## src/rtl/reg4_write_arbiter_pkg.sv

```systemverilog
// Shared definitions for the round-robin register write arbiter: state encodings
// and default sizing.
package reg4_write_arbiter_pkg;

    localparam int DEF_NUM_REQ = 4;
    localparam int DEF_WIDTH   = 4;
    localparam int DEF_IDW     = 2;

    typedef enum logic [1:0] {
        ST_IDLE  = 2'd0,
        ST_GRANT = 2'd1,
        ST_WRITE = 2'd2
    } arb_state_e;

endpackage

```

## src/rtl/reg4_write_arbiter_rr_pick.sv

```systemverilog
// Combinational round-robin picker: first asserted request scanning upward from the
// pointer, wrapping at NUM_REQ-1.
module reg4_write_arbiter_rr_pick #(
    parameter int NUM_REQ = 4,
    parameter int IDW     = 2
) (
    input  logic [NUM_REQ-1:0] req,
    input  logic [IDW-1:0]     ptr,
    output logic [NUM_REQ-1:0] winner,
    output logic [IDW-1:0]     index,
    output logic               any
);

    always_comb begin
        int k;
        k      = 0;
        winner = '0;
        index  = '0;
        any    = 1'b0;
        for (int i = 0; i < NUM_REQ; i++) begin
            k = (int'(ptr) + i) % NUM_REQ;
            if (!any && req[IDW'(k)]) begin
                any                = 1'b1;
                winner[IDW'(k)]    = 1'b1;
                index              = IDW'(k);
            end
        end
    end

endmodule

```

## src/rtl/reg4_write_arbiter.sv

```systemverilog
// Round-robin arbiter sharing one register among NUM_REQ writers.
// Handshake: a writer holds Req and WrData until its one-cycle Ack; Req seen in IDLE is a new request.
module reg4_write_arbiter
    import reg4_write_arbiter_pkg::*;
#(
    parameter int NUM_REQ = DEF_NUM_REQ,
    parameter int WIDTH   = DEF_WIDTH,
    parameter int IDW     = DEF_IDW
) (
    input  logic                     Clock,
    input  logic                     ClearN,
    input  logic [NUM_REQ-1:0]       Req,
    input  logic [NUM_REQ*WIDTH-1:0] WrData,
    output logic [NUM_REQ-1:0]       Grant,
    output logic [NUM_REQ-1:0]       Ack,
    output logic [WIDTH-1:0]         Q,
    output logic                     Busy,
    output logic [IDW-1:0]           LastId,
    output logic [1:0]               dbg_state
);

    arb_state_e           state, state_next;
    logic [IDW-1:0]       ptr, ptr_next;
    logic [IDW-1:0]       win_idx, win_next;
    logic [NUM_REQ-1:0]   grant_next, ack_next;
    logic [WIDTH-1:0]     q_next, win_data;
    logic [IDW-1:0]       last_next;
    logic [NUM_REQ-1:0]   pick_onehot;
    logic [IDW-1:0]       pick_idx;
    logic                 pick_any;

    reg4_write_arbiter_rr_pick #(
        .NUM_REQ (NUM_REQ),
        .IDW     (IDW)
    ) u_pick (
        .req    (Req),
        .ptr    (ptr),
        .winner (pick_onehot),
        .index  (pick_idx),
        .any    (pick_any)
    );

    always_comb begin
        win_data = '0;
        for (int i = 0; i < NUM_REQ; i++) begin
            if (win_idx == IDW'(i)) win_data = WrData[i*WIDTH +: WIDTH];
        end
    end

    // Winner is frozen in win_idx for the GRANT cycle; new requests wait for IDLE.
    always_comb begin
        state_next = state;
        grant_next = '0;
        ack_next   = '0;
        q_next     = Q;
        last_next  = LastId;
        ptr_next   = ptr;
        win_next   = win_idx;
        case (state)
            ST_IDLE: begin
                if (pick_any) begin
                    state_next = ST_GRANT;
                    grant_next = pick_onehot;
                    win_next   = pick_idx;
                end
            end
            ST_GRANT: begin
                if (Req[win_idx]) begin
                    state_next = ST_WRITE;
                    q_next     = win_data;
                    ack_next   = Grant;
                    last_next  = win_idx;
                    ptr_next   = (win_idx == IDW'(NUM_REQ - 1)) ? '0 : win_idx + IDW'(1);
                end else begin
                    state_next = ST_IDLE;
                end
            end
            ST_WRITE: state_next = ST_IDLE;
            default:  state_next = ST_IDLE;
        endcase
    end

    always_ff @(posedge Clock or negedge ClearN) begin
        if (!ClearN) begin
            state   <= ST_IDLE;
            ptr     <= '0;
            win_idx <= '0;
            Grant   <= '0;
            Ack     <= '0;
            Q       <= '0;
            LastId  <= '0;
            Busy    <= 1'b0;
        end else begin
            state   <= state_next;
            ptr     <= ptr_next;
            win_idx <= win_next;
            Grant   <= grant_next;
            Ack     <= ack_next;
            Q       <= q_next;
            LastId  <= last_next;
            Busy    <= (state_next != ST_IDLE);
        end
    end

    assign dbg_state = state;

endmodule

```

## config.mk

```make
export PLATFORM = sky130hd
export DESIGN_NAME = reg4_write_arbiter
export DESIGN_NICKNAME = d
export VERILOG_FILES = /design/src/rtl/reg4_write_arbiter_pkg.sv /design/src/rtl/reg4_write_arbiter_rr_pick.sv /design/src/rtl/reg4_write_arbiter.sv
export SDC_FILE = /design/constraint.sdc
export NUM_CORES = 1
export LEC_CHECK = 0
export CELL_PAD_IN_SITES_DETAIL_PLACEMENT = 0
export CELL_PAD_IN_SITES_GLOBAL_PLACEMENT = 1
export CORE_ASPECT_RATIO = 0.6
export CORE_UTILIZATION = 47
export CTS_CLUSTER_DIAMETER = 60
export DETAILED_ROUTE_END_ITERATION = 6
export DONT_BUFFER_PORTS = 1
export PLACE_DENSITY_LB_ADDON = 0.1
export SYNTH_ARGS = -nofsm -noshare
export SYNTH_HDL_FRONTEND = slang
export SYNTH_SLANG_ARGS = --single-unit
```

## constraint.sdc

```tcl
create_clock -name Clock -period 3.1 [get_ports Clock]
set_input_delay 0.775 -clock Clock [delete_from_list [all_inputs] [get_ports Clock]]
set_output_delay 0.775 -clock Clock [all_outputs]
set_load 0.05 [all_outputs]
```

==> metrics.txt <==
status finished clean; number of H-tree levels 1; clk buf depth 2; ANT nets after route 0; library cells used by synthesis 37; Mapped Avg Cell Area 10.4 um2; hold crit path type input port to asynchronous set/reset pin; Area Growth Syn to Fin 5.50%; endpoint class of the critical path flop; number of synthesized flops with an enable pin 0; final number of setup-violating endpoints 0; Worst Setup Start Kind flop; post_cts resized 0; ys async rst share 1.00; FF-to-FF Start ptr[1]$_DFFE_PN0P_; number of global-route vias before repair 960; GR Util All Layers 0.185; hold_buf cts 0; top_reg_cell synth dfrtp_1; CP max FO 9; crit path time final 2.29 ns; Die Span Y ~45 um; worst slew pin tran 0.684 ns; initial antenna violation count 0; largest area contributor in the netlist dfrtp_1; Crit path largest cell delay 0.54 ns; crit path from ptr[1]$_DFFE_PN0P_; CTS Buf Count 3; antenna cells 0; crit-path cells inv_1 > ha_1 > mux4_2 > o41ai_4 > and2_1 > a31oi_1; Max-slew headroom 0.542; synth warn 0; Pins Over Slew Limit 0; DR iter-0 viols 60; Via Count roughly 1,100; CTS root buf clkbuf_8; Clk Latency, worst-skew pair 0.26 ns; gate count after technology mapping ~140; Setup TNS 0 ns; Setup Buffers After CTS 0; R2R setup slack 0.81 ns; final wirelength ~2900 um; RSZ-0062 raised after global routing false; Placer Congestion 0.797; Mapped Area 1430 um2; top-area cell type share of the netlist area 0.367; Reg clk slew, reported paths roughly 0.08 ns; DRC violations left 0; Final nets approximately 170; Crit path arrival time 2.43 ns; endpoints failing hold 0; first-pass GRT wire length 4510 um; top post-synthesis cells by area dfrtp_1, ha_1, mux2_2; DRT Pass-1 Iters 4; final cycle utilization of the critical path 0.739; CORE AREA ~2900 um2; IO Count 39; Vias/cell 5.85; #FFs+latches synth 21; part of the Yosys area used for sequential elements 0.367; DP HPWL roughly 2200 um; skew final 0.00636 ns; Overflow after GRT 0; Crit-path slowest cell o41ai_4; worst setup path class flop to flop; final design utilization 0.523; # rows 15; CTS Sinks 21; maxcap violations 0; drt wl/cell 15.9 um; DIE WIDTH 73.3 um; Mapped Nets 172; R2R cell count 6; IO Port Bufs 0; reg2reg end win_idx[0]$_DFFE_PN0P_; FMAX 437 MHz; share of cells above drive strength 1 0.151; initial core utilization 0.496; die area 3280 um2; Worst EP required between 3 and 4 ns; TritonCTS clock tree built; largest net degree at the start of global routing 22
==> logic make-up (layout without fill, tap and decap cells) <==
family | after synthesis | after routing | share of synthesized area
adders and majority gates | 12 | 12 | 0.105
buffers and inverters | 17 | 18 | 0.0559
and+or+nand+nor | 42 | 42 | 0.154
muxes | 16 | 16 | 0.154
AOI/OAI and AO/OA | 30 | 30 | 0.165
DFF | 21 | 21 | 0.367
==> cell usage after synthesis (all sizes together) (3+ instances only) <==
master,n
nor2b,8
buf,4
nand3b,4
inv,12
a21oi,5
nor2,9
o21ai,3
mux2,8
dfrtp,21
nand3,5
o31ai,4
nand2,11
a221oi,4
ha,12
mux2i,4
mux4,4
==> sequential cells by signal, summed over array words and instances (netlist names) <==
signal     cells
ptr            2
LastId         2
dbg_state      2
win_idx        2
Busy           1
Q              4
Grant          4
Ack            4
==> cell usage in the layout, fill, tap and decap left out, types with 2 or more instances in the layout <==
master and n:
mux2i_1 4, nand3_1 5, nor2_1 9, buf_4 2
inv_1 11, mux4_2 4, clkbuf_8 3, o21ai_0 3
nor2b_1 8, mux2_2 8, dfrtp_1 21, nand2_1 11
a21oi_1 5, a22o_1 2, nand3b_1 4, a221oi_1 4
a31oi_1 2, o31ai_1 4, ha_1 12
==> cell type report <==
| type | count | area (um2) |
|---|---|---|
| tap | 42 | 52.6 |
| timing repair buffer | 2 | 15.0 |
| multi-input combinational | 100 | 827 |
| sequential | 21 | 526 |
| clock inverter | 1 | 5.00 |
| fill | 286 | 1380 |
| clock buffer | 3 | 41.3 |
| inverter | 12 | 45.0 |
==> metrics by stage <==
step | hold slack [ns] | setup WS [ns] | area (um2) | std cells
after detailed placement | 0.480 | 0.742 | 1470 | 177
after global routing | 0.184 | 0.673 | 1510 | 181
after global placement | 0.480 | 0.748 | 1470 | 177
after floorplan | 0.479 | 0.775 | 1430 | 138
after CTS | 0.195 | 0.798 | 1510 | 181
final | 0.198 | 0.810 | 1510 | 181
==> worst max-delay path, delay by kind of cell (launching register included) <==
family	cells	cell delay [ns]
compound gates	2	0.58
mux	1	0.46
flops	1	0.38
fa+ha+maj	1	0.36
buf+inv	1	0.20
simple gates	1	0.20
==> per-layer routing <==
metal,share of wire,up-vias,global-route usage
met5,0,-,0
met4,0,0,0.0235
met3,0.072,0,0.0558
met2,0.43,33,0.252
met1,0.50,523,0.290
li1,-,502,-
==> worst max-delay path by stage <==
stage	endpoint	slack, ns	cells after the start
final	win_idx[0]$_DFFE_PN0P_	0.81	6
after global routing	win_idx[0]$_DFFE_PN0P_	0.67	6
after CTS	win_idx[0]$_DFFE_PN0P_	0.80	6
after detailed placement	win_idx[0]$_DFFE_PN0P_	0.74	4
after global placement	win_idx[0]$_DFFE_PN0P_	0.75	4
after floorplan	win_idx[0]$_DFFE_PN0P_	0.77	7
Power is left out: the tool's default activity adds up to more than one toggle a clock period on the data nets, which glitch-free logic cannot reach.
